<file path="src/rtl/shifter_pkg.sv">
// Shared types and stage-partitioning helpers for the pipelined barrel shifter.
package shifter_pkg;

    typedef enum logic [1:0] {
        SH_SLL = 2'b00,
        SH_SRL = 2'b01,
        SH_SRA = 2'b10,
        SH_ROR = 2'b11
    } shift_op_e;

    // Number of shamt bits applied by stage k; the remainder goes to the earliest stages.
    function automatic int unsigned stage_bits(input int unsigned width,
                                               input int unsigned stages,
                                               input int unsigned k);
        int unsigned shw;
        shw = $clog2(width);
        return (shw / stages) + ((k < (shw % stages)) ? 32'd1 : 32'd0);
    endfunction

    // Highest shamt bit applied by stage k; bits are consumed MSB-first.
    function automatic int unsigned stage_hi(input int unsigned width,
                                             input int unsigned stages,
                                             input int unsigned k);
        int unsigned hi;
        hi = $clog2(width) - 1;
        for (int unsigned j = 0; j < k; j++) begin
            hi = hi - stage_bits(width, stages, j);
        end
        return hi;
    endfunction

endpackage

</file>
<file path="src/rtl/pipelined_shifter_shift_stage.sv">
// One combinational group of log-shifter mux layers covering shamt bits [HI:LO].
// SHIFTER_ROTATE_EN enables the ROR layer; otherwise op 11 passes data through.
module shift_stage
    import shifter_pkg::*;
#(
    parameter int unsigned WIDTH = 32,
    parameter int unsigned HI    = 4,
    parameter int unsigned LO    = 0
) (
    input  logic [WIDTH-1:0] a,
    input  logic [HI-LO:0]   amt,
    input  shift_op_e        op,
    output logic [WIDTH-1:0] y
);
    localparam int unsigned NL = HI - LO + 1;

    // Each layer shifts by a fixed power of two; the loop unrolls into NL mux layers.
    always_comb begin
        int unsigned s;
        s = 0;
        y = a;
        for (int unsigned i = 0; i < NL; i++) begin
            s = 32'd1 << (LO + i);
            if (amt[i]) begin
                case (op)
                    SH_SLL:  y = y << s;
                    SH_SRL:  y = y >> s;
                    SH_SRA:  y = $unsigned($signed(y) >>> s);
`ifdef SHIFTER_ROTATE_EN
                    SH_ROR:  y = (y >> s) | (y << (WIDTH - s));
`endif
                    default: y = y;
                endcase
            end
        end
    end

endmodule

</file>
<file path="src/rtl/pipelined_shifter.sv">
// Pipelined logarithmic barrel shifter with valid/ready handshake and flush.
// Define SHIFTER_ROTATE_EN to make op 11 a rotate-right; otherwise it is a pass-through.
module pipelined_shifter
    import shifter_pkg::*;
#(
    parameter  int unsigned WIDTH  = 32,
    parameter  int unsigned STAGES = 2,
    localparam int unsigned SHW    = $clog2(WIDTH)
) (
    input  logic             clk,
    input  logic             reset,
    input  logic             flush,
    input  logic             in_valid,
    output logic             in_ready,
    input  logic [WIDTH-1:0] in_a,
    input  logic [SHW-1:0]   in_shamt,
    input  logic [1:0]       in_op,
    output logic             out_valid,
    input  logic             out_ready,
    output logic [WIDTH-1:0] out_y
);
    logic              advance;
    logic [STAGES-1:0] vld_q;
    logic [WIDTH-1:0]  dat_q [STAGES];
    shift_op_e         op_q  [STAGES];
    logic [SHW-1:0]    sh_q  [STAGES];

    logic [STAGES-1:0] vld_x;
    logic [WIDTH-1:0]  dat_x [STAGES];
    shift_op_e         op_x  [STAGES];
    logic [SHW-1:0]    sh_x  [STAGES];
    logic [WIDTH-1:0]  dat_y [STAGES];

    // Single global enable: the whole pipe moves unless the result is stuck.
    assign advance   = ~out_valid | out_ready;
    assign in_ready  = advance;
    assign out_valid = vld_q[STAGES-1];
    assign out_y     = dat_q[STAGES-1];

    for (genvar k = 0; k < STAGES; k++) begin : g_stage
        localparam int unsigned HI = stage_hi(WIDTH, STAGES, k);
        localparam int unsigned LO = HI + 1 - stage_bits(WIDTH, STAGES, k);

        if (k == 0) begin : g_head
            assign vld_x[k] = in_valid;
            assign dat_x[k] = in_a;
            assign op_x[k]  = shift_op_e'(in_op);
            assign sh_x[k]  = in_shamt;
        end else begin : g_body
            assign vld_x[k] = vld_q[k-1];
            assign dat_x[k] = dat_q[k-1];
            assign op_x[k]  = op_q[k-1];
            assign sh_x[k]  = sh_q[k-1];
        end

        shift_stage #(
            .WIDTH (WIDTH),
            .HI    (HI),
            .LO    (LO)
        ) u_stage (
            .a   (dat_x[k]),
            .amt (sh_x[k][HI:LO]),
            .op  (op_x[k]),
            .y   (dat_y[k])
        );
    end

    // Pipeline registers; flush only kills valids, data may advance freely.
    always_ff @(posedge clk) begin
        if (reset) begin
            vld_q <= '0;
            for (int k = 0; k < STAGES; k++) begin
                dat_q[k] <= '0;
                op_q[k]  <= SH_SLL;
                sh_q[k]  <= '0;
            end
        end else begin
            if (flush) begin
                vld_q <= '0;
            end else if (advance) begin
                vld_q <= vld_x;
            end
            if (advance) begin
                for (int k = 0; k < STAGES; k++) begin
                    dat_q[k] <= dat_y[k];
                    op_q[k]  <= op_x[k];
                    sh_q[k]  <= sh_x[k];
                end
            end
        end
    end

endmodule
</file>
<file path="config.mk">
export PLATFORM = sky130hd
export DESIGN_NAME = pipelined_shifter
export DESIGN_NICKNAME = d
export VERILOG_FILES = /design/src/rtl/shifter_pkg.sv /design/src/rtl/pipelined_shifter_shift_stage.sv /design/src/rtl/pipelined_shifter.sv
export SDC_FILE = /design/constraint.sdc
export NUM_CORES = 1
export LEC_CHECK = 0
export CAP_MARGIN = 20
export CELL_PAD_IN_SITES_DETAIL_PLACEMENT = 1
export CELL_PAD_IN_SITES_GLOBAL_PLACEMENT = 1
export CORE_MARGIN = 2
export CORE_UTILIZATION = 48
export CTS_CLUSTER_DIAMETER = 30
export DETAILED_ROUTE_END_ITERATION = 6
export PLACE_DENSITY = 0.95
export SLEW_MARGIN = 0
export SYNTH_ARGS = -nofsm -noshare
export SYNTH_HDL_FRONTEND = slang
export SYNTH_SLANG_ARGS = --single-unit
</file>
<file path="constraint.sdc">
create_clock -name clk -period 5.9 [get_ports clk]
set_clock_uncertainty 0.1 [all_clocks]
set_input_delay 1.18 -clock clk [delete_from_list [all_inputs] [get_ports clk]]
set_output_delay 1.18 -clock clk [all_outputs]
set_load 0.02 [all_outputs]
</file>
Word level (Yosys, flattened, before mapping)

Memories as Yosys holds them, arrays and structs flattened.
Index checks and enable logic that the tools add are counted.

Eq/ne operators: 4
Multiplexer cells: 21
Bitwise gates (word level): 8
Reduce and logical (&&, ||, !) cells: 3

Operators with widths:

| cell                                                                   | number |
|---|---|
| 32-bit case mux with 3 select lines                                    | 5 |
| 32-bit two-way mux                                                     | 7 |
| 5-bit two-way mux                                                      | 2 |
| 1-bit bitwise OR                                                       | 7 |
| 1-bit two-way mux                                                      | 5 |
| 2-bit by 1-bit equality test with 1-bit output (second input constant) | 2 |
| 2-bit equality test (second input constant)                            | 2 |
| 2-bit logical NOT                                                      | 2 |
| 2-bit two-way mux                                                      | 2 |
| 2-bit OR reduction                                                     | 1 |
| 1-bit inverter                                                         | 1 |

Register bits after elaboration: 2
RAM bits: 78
Bits of input ports: 44
Output and inout port bits: 34
Logic and storage cells: 40
Memories kept: 3

Memory list:

| memory | words | bits a word | rd ports | clocked after memory_dff | wr ports | RTL line                | RTL |
|---|---|---|---|---|---|---|---|
| dat_q  | 2     | 32          | 2        | 0                        | 2        | pipelined_shifter.sv:24 | `logic [WIDTH-1:0] dat_q [STAGES];` |
| sh_q   | 2     | 5           | 1        | 0                        | 2        | pipelined_shifter.sv:26 | `logic [SHW-1:0] sh_q [STAGES];` |
| op_q   | 2     | 2           | 1        | 0                        | 2        | pipelined_shifter.sv:25 | `shift_op_e op_q [STAGES];` |

Logic depth before layout (Yosys ltp)

Gate-level depths: netlist (run 1).

Depth in word-level cells: 8
Gate-level depth with buffers: 9
Gate-level depth less buffers: 6

By module

A second synthesis (run 1) with hierarchy kept.

Cells, all modules: 969
Area total of the unflattened synthesis: 7822.5 µm²

By module, submodules not included:

| module                            | times used | cells an instance | area an instance (µm²) | sequential area each (µm²) |
|---|---|---|---|---|
| pipelined_shifter                 | 1          | 185               | 2924.1                 | 2082.0 |
| shift_stage at g_stage[0].u_stage | 1          | 428               | 2568.7                 | 0.0 |
| shift_stage at g_stage[1].u_stage | 1          | 356               | 2329.7                 | 0.0 |

Least setup slack after synthesis (run 1)

No wires, ideal clock.

Path kind: input -> register
Start: input port out_ready
End: memory dat_q[0][0] (enable)
Library setup time: 717 ps
Arrival: 2536 ps
Data required time: 5083 ps
Slack: 2547 ps
Stages: 2
Path buffers: 0
Path through: nor2b_1 -> nand2_1

RTL lines:

| element     | RTL line                | RTL |
|---|---|---|
| from (decl) | pipelined_shifter.sv:19 | `input logic out_ready,` |
| to (decl)   | pipelined_shifter.sv:24 |  |

Final worst setup path (run 1)

Start: input port out_ready
End: output port in_ready

Longest elaborated chain between the ends: 1

RTL lines:

| element          | RTL line                | RTL |
|---|---|---|
| 1-bit bitwise OR | pipelined_shifter.sv:35 | `assign advance = ~out_valid \| out_ready;` |
| to (decl)        | pipelined_shifter.sv:14 | `output logic in_ready,` |

No other way between the ends.

==> results of run 1 <==
## cell usage after synthesis, types with 12 or more instances
library cell	n	share of area, %
a21oi_1	80	5.2
mux2i_1	48	6.3
clkbuf_1	32	1.6
nor3_1	12	0.79
buf_2	34	2.2
inv_1	30	1.5
a22oi_1	29	2.9
o211ai_1	15	1.5
nand2_1	58	2.9
nor2_1	53	2.6
a31oi_1	17	1.4
a211oi_1	16	1.6
buf_4	43	4.2
mux2_2	21	3.1
o22ai_1	65	5.3
o221a_2	15	2.2
nand2b_1	14	1.1
nand3_1	24	1.6
edfxtp_1	68	27
nor2b_1	28	2.3
o21ai_0	58	3.8
## registers in the layout, indices dropped and copies added (netlist names)
register  cells
dat_q        64
op_q          2
sh_q          2
vld_q         2
## per-stage QoR
stage / cells / utilization (%) / setup WS, ns / total power [mW]
after floorplan: 938 / - / 2.55 / 1.07
after global placement: 1125 / 51.4 / 1.98 / 1.23
after detailed placement: 1125 / 51.4 / 1.96 / 1.25
after CTS: 1141 / 53.2 / 1.94 / 1.75
after global routing: 1141 / 53.2 / 1.84 / 1.83
final: 1141 / 53.2 / 1.95 / 1.76
## worst min-delay path by stage
stage | to | depth (start not counted) | slack [ns]
6_report | vld_q[1] | 2 | 0.44
5_1_grt | vld_q[0] | 2 | 0.49
4_1_cts | vld_q[1] | 2 | 0.44
3_5_place_dp | vld_q[1] | 2 | 0.42
3_3_place_gp | vld_q[1] | 2 | 0.39
2_1_floorplan | vld_q[1] | 2 | 0.37
## layout by cell type (no fill, tap or decap), drive strengths merged, types with 11 or more instances in the layout
| cell | count |
|---|---|
| nor3 | 12 |
| o21ai | 60 |
| inv | 30 |
| clkbuf | 12 |
| nor2b | 28 |
| o311a | 11 |
| a21oi | 81 |
| nand2 | 58 |
| a31oi | 17 |
| mux2i | 48 |
| o22ai | 65 |
| and2 | 11 |
| nand2b | 15 |
| a211oi | 16 |
| nand3 | 24 |
| mux2 | 21 |
| edfxtp | 68 |
| o211ai | 15 |
| clkdlybuf4s50 | 74 |
| nor2 | 55 |
| o221a | 15 |
| buf | 19 |
| a22oi | 30 |
## critical path: stages
cell,delay [ns]
clkdlybuf4s50_1,0.40
nor2b_1,0.29
inv_1,0.21
clkdlybuf4s50_1,0.59
## logic make-up after synthesis
logic type | synth area share, %
multiplexers | 9.68
buffers and inverters | 10.9
flip-flops | 27.3
AO/OA/AOI/OAI | 35.3
XOR/XNOR | 0.229
AND/OR/NAND/NOR | 16.7
## final cells by class
type,count,area share (%)
clock buffers,12,2.95
clock inverters,4,0.270
inverters,33,1.48
multi-input cells,713,56.6
flip-flops and latches,70,24.9
well taps,216,3.24
repair buffers,93,10.5
## where the power goes
part / switching [mW] / total [mW] / internal [mW]
sequential: 0.0362 / 0.635 / 0.599
clock: 0.204 / 0.498 / 0.294
combinational: 0.385 / 0.626 / 0.242
total: 0.625 / 1.76 / 1.13
## metal layers
metal  vias up  global-route usage, %  part of all wire [%]
met2       443                   53.1                    47
met4         0                   15.4                   4.3
li1       3585                      -                     -
met5         -                      0                     0
met3        85                   4.51                   7.0
met1      3845                   42.1                    41
==> qor.txt, run 1 <==
Ys Warns: 0
Clk Tree Root Cell: clkbuf_16
Setup TNS: 0 ns
Critical path data arrival time: 2.67 ns
Row Count: 46
Top Ports: 78
Post-CTS Setup Inserts: 0
Tcrit/Tclk final: 67.0%
Max-slew headroom: 32.4%
Crit path time final: 3.95 ns
Routability congestion estimate from global placement: 1.04
Fillcell total: 1896
Core ar.: 15700 um2
Synth Flop Type: edfxtp_1
Vias per std cell: 6.97
Hpwl dp: 19.5 mm
R2R Setup Slk: 2.41 ns
Max-Cap Viols: 0
Maximum vdd ir drop: 0.127 mV
Seq. cell area: 2080 um2
Largest net degree at the start of global routing: 77
Share of post-route cells with drive strength above 1: 9.73%
Slew @ Worst Pin: 1.01 ns
Fmax achieved: 253 MHz
RSZ-0062 raised after global routing: false
Critical path endpoint category: output port
Max Fanout on Critical Path: 7
Net count after synthesis: 982
1st-pass router iterations: 5
Setup violations, final: 0
HP Class: flip-flop to flip-flop
Reg-to-reg endpoint: dat_q[0][38]
Hold_buf cts: 0
WS Path Type: input pin to output port
Total CTS buffers: 9
Grt ovf: 0
Hold wc startpoint: vld_q[0]
Vias in the first global route: 7708
Clock buffer depth: 2
Seq/Total Area, Yosys: 27.3%
Placed cell area: 8080 um2
Ant diodes: 0
Wire length per cell: 23.8 um
Starting Density: 48.6%
Antenna Nets Post-Route: 0
Global-route wire length before repair: 42.9 mm
Initial drt markers: 965
Post-synth EDFFs: 68
Slew Viols, Final: 0
CTS tree: built
Fin Hold WS: 0.437 ns
Area of the multi-input gates: 4730 um2
R2r startpoint: op_q[0][0]
Final instance area: 8350 um2
Die W: 130 um
Synth cell types: 68
Status: finished clean
Synth async-reset ratio: 0%
DRT Wirelength: 27.2 mm
Die H: 130 um
Residual DRC: 0
Mean post-synth cell area: 8.14 um2
CP startpoint: out_ready
Worst-skew pair later-pin latency: 0.34 ns
Hold Fails Final Rpt: 0
Mapped Cells: 938
Total clock sinks: 70
Lkg Pwr: 2.98 nW
Resize count post-CTS: 0
Vias: 7958
Number of cells on the worst reg-to-reg path: 6
Final Net Count: 964
Htree depth: 3
Critical Path End: in_ready
Synth-to-layout area growth: 9.35%
I/O Buffers: 77
Die Area: 16900 um2
Cell area power density: 211 nW/um2
Syn Std Cell Area: 7640 um2
All-Layer GR Usage: 32.3%
Yosys reg bits: 70
Initial antenna violation count: 0
WP data required: 4.62 ns
Startpoint Class: input pin
CTS clk-pin slew, worst paths: 0.05 ns
Power figures use the tool's default switching activity.
==> inputs of run 2 (changes only) <==
--- a/config.mk
+++ b/config.mk
@@ -9,10 +9,10 @@
 export CELL_PAD_IN_SITES_DETAIL_PLACEMENT = 1
 export CELL_PAD_IN_SITES_GLOBAL_PLACEMENT = 1
 export CORE_MARGIN = 2
-export CORE_UTILIZATION = 48
+export CORE_UTILIZATION = 44
 export CTS_CLUSTER_DIAMETER = 30
 export DETAILED_ROUTE_END_ITERATION = 6
-export PLACE_DENSITY = 0.95
+export PLACE_DENSITY = 0.93
 export SLEW_MARGIN = 0
 export SYNTH_ARGS = -nofsm -noshare
 export SYNTH_HDL_FRONTEND = slang
==> constraint.sdc (replaced) <==
create_clock -name clk -period 3.7 [get_ports clk]
set_clock_uncertainty 0.1 [all_clocks]
set_input_delay 0.74 -clock clk [delete_from_list [all_inputs] [get_ports clk]]
set_output_delay 0.74 -clock clk [all_outputs]
set_load 0.02 [all_outputs]
==> qor.txt, run 2 (synthesis results as in run 1) <==
Status: finished clean
Slew @ Worst Pin: 0.842 ns (-0.171 ns)
DRT Wirelength: 28.2 mm (+3.9%)
Htree depth: 3 (unchanged)
Setup TNS: 0 ns (unchanged)
Clock power share: 33.8% (+5.5 points)
Resize count post-CTS: 0 (unchanged)
Vias: 8169 (+2.7%)
Top reg by flops: dat_q
RSZ-0062 raised after global routing: false
I/O Buffers: 77 (unchanged)
Combinational power share: 33.4% (-2.2 points)
WS Path Type: input pin to output port
CTS clk-pin slew, worst paths: 0.05 ns (about the same)
Starting Density: 44.6% (-4.0 points)
Hold_buf cts: 0 (unchanged)
Commonest non-fill, non-tap cell in the layout: a21oi_1
Global-route wire length before repair: 44.7 mm (+4.2%)
Core ar.: 17100 um2 (+8.9%)
Final Net Count: 992 (+2.9%)
Max-Cap Viols: 0 (unchanged)
Routability congestion estimate from global placement: 0.940 (-9.6%)
Antenna Nets Post-Route: 0 (unchanged)
Design Power: 3.09 mW (+76%)
Total clock sinks: 70 (unchanged)
Critical path endpoint category: output port
Die H: 136 um (+4.3%)
Row Count: 48 (+4.3%)
Fmax achieved: 332 MHz
Startpoint Class: input pin
P_sw: 1.01 mW (+61%)
Residual DRC: 0 (unchanged)
Largest net degree at the start of global routing: 53 (-31%)
Grt ovf: 0 (unchanged)
All-Layer GR Usage: 30.9% (-1.5 points)
Critical path data arrival time: 2.17 ns (-0.50 ns)
WP data required: 2.86 ns (-1.76 ns)
Cell area power density: 356 nW/um2 (+69%)
Vias in the first global route: 8008 (+3.9%)
Total CTS buffers: 9 (unchanged)
Setup violations, final: 0 (unchanged)
Maximum vdd ir drop: 0.228 mV (+80%)
Synth-to-layout area growth: 13.8%
Post-CTS Setup Inserts: 0 (unchanged)
Initial drt markers: 1236 (+28%)
HP Class: flip-flop to flip-flop
Max Fanout on Critical Path: 7 (unchanged)
Lkg Pwr: 3.17 nW (+6.2%)
Flop pwr share: 32.8% (-3.3 points)
Share of post-route cells with drive strength above 1: 12.4% (+2.7 points)
CTS tree: built
Top Ports: 78 (unchanged)
Worst-skew pair later-pin latency: 0.34 ns (about the same)
Die Area: 18400 um2 (+8.8%)
Net Sw Frac: 32.6% (-2.9 points)
Clk Tree Root Cell: clkbuf_16
Wire length per cell: 23.9 um (+0.61%)
1st-pass router iterations: 6 (+1)
Hold Fails Final Rpt: 0 (unchanged)
Ant diodes: 0 (unchanged)
Slew Viols, Final: 0 (unchanged)
Hpwl dp: 21.0 mm (+7.3%)
Die W: 136 um (+4.3%)
Cell internal pwr: 2.08 mW (+84%)
Number of flip-flops in the largest register: 64 (unchanged)
Most frequent cells in the layout: 80 x a21oi_1, 74 x clkdlybuf4s50_1, 68 x edfxtp_1
Initial antenna violation count: 0 (unchanged)
Crit path time final: 3.01 ns
Clock buffer depth: 2 (unchanged)
Vias per std cell: 6.93 (-0.57%)
Max-slew headroom: 43.8% (+11 points)
Tcrit/Tclk final: 81.3%
run 2: cell count changes in the layout (fill, tap and decap cells not counted), sizes merged:
cell / previous run / this run
clkinv: 6 / 5
bufinv: 0 / 4
clkbuf: 12 / 9
buf: 19 / 47
run 2: path summary, 6_finish.rpt:
| check | startpoint | endpoint | slack [ns] | cells after the start |
|---|---|---|---|---|
| setup / recovery | out_ready | in_ready | 0.69 | 4 |
| hold / removal | vld_q[0] | vld_q[1] | 0.41 | 2 |
| setup reg to reg | sh_q[0][0] | dat_q[0][34] | 1.01 | 7 |
| hold reg to reg | vld_q[0] | vld_q[1] | 0.41 | 2 |
run 2: power groups by stage:
stage	clock [mW]	combinational, mW	sequential, mW
2_1_floorplan	0	0.709	1.00
3_3_place_gp	0	0.963	1.02
3_5_place_dp	0	0.997	1.03
4_1_cts	1.05	1.01	1.01
5_1_grt	1.09	1.10	1.02
6_report	1.05	1.03	1.01
run 2: worst max-delay path, stage by stage:
cell and delay [ns]:
clkdlybuf4s50_1 0.39, nor2b_1 0.26, inv_1 0.19, clkdlybuf4s50_1 0.58
run 2: layout make-up:
| class | instances | area, um2 |
|---|---|---|
| Clock inverter | 7 | 136 |
| Tap cell | 225 | 282 |
| Clock buffer | 9 | 225 |
| Timing Repair Buffer | 121 | 1110 |
| Multi-Input combinational cell | 713 | 4730 |
| Sequential cell | 70 | 2080 |
| Inverter | 33 | 124 |
| Fill cell | 2109 | 8430 |
run 2: metrics by stage:
step                setup slack (ns)  utilization (%)  instances  area [um2]  hold slack [ns]
floorplan                      0.787                -        938        7640            0.366
global placement               0.664             48.7       1162        8330            0.381
detailed placement             0.652             48.7       1162        8330            0.400
CTS                            0.683             50.8       1178        8690            0.412
global route                   0.563             50.8       1178        8690            0.470
finish                         0.692             50.8       1178        8690            0.411
run 2: metal layers:
layer	vias to the layer above	GRT usage (%)	wire length, um
met5	-	0	0
met4	0	14.2	1170
met3	82	3.85	1950
met2	454	52.7	13800
met1	3997	38.8	11300
li1	3636	-	-
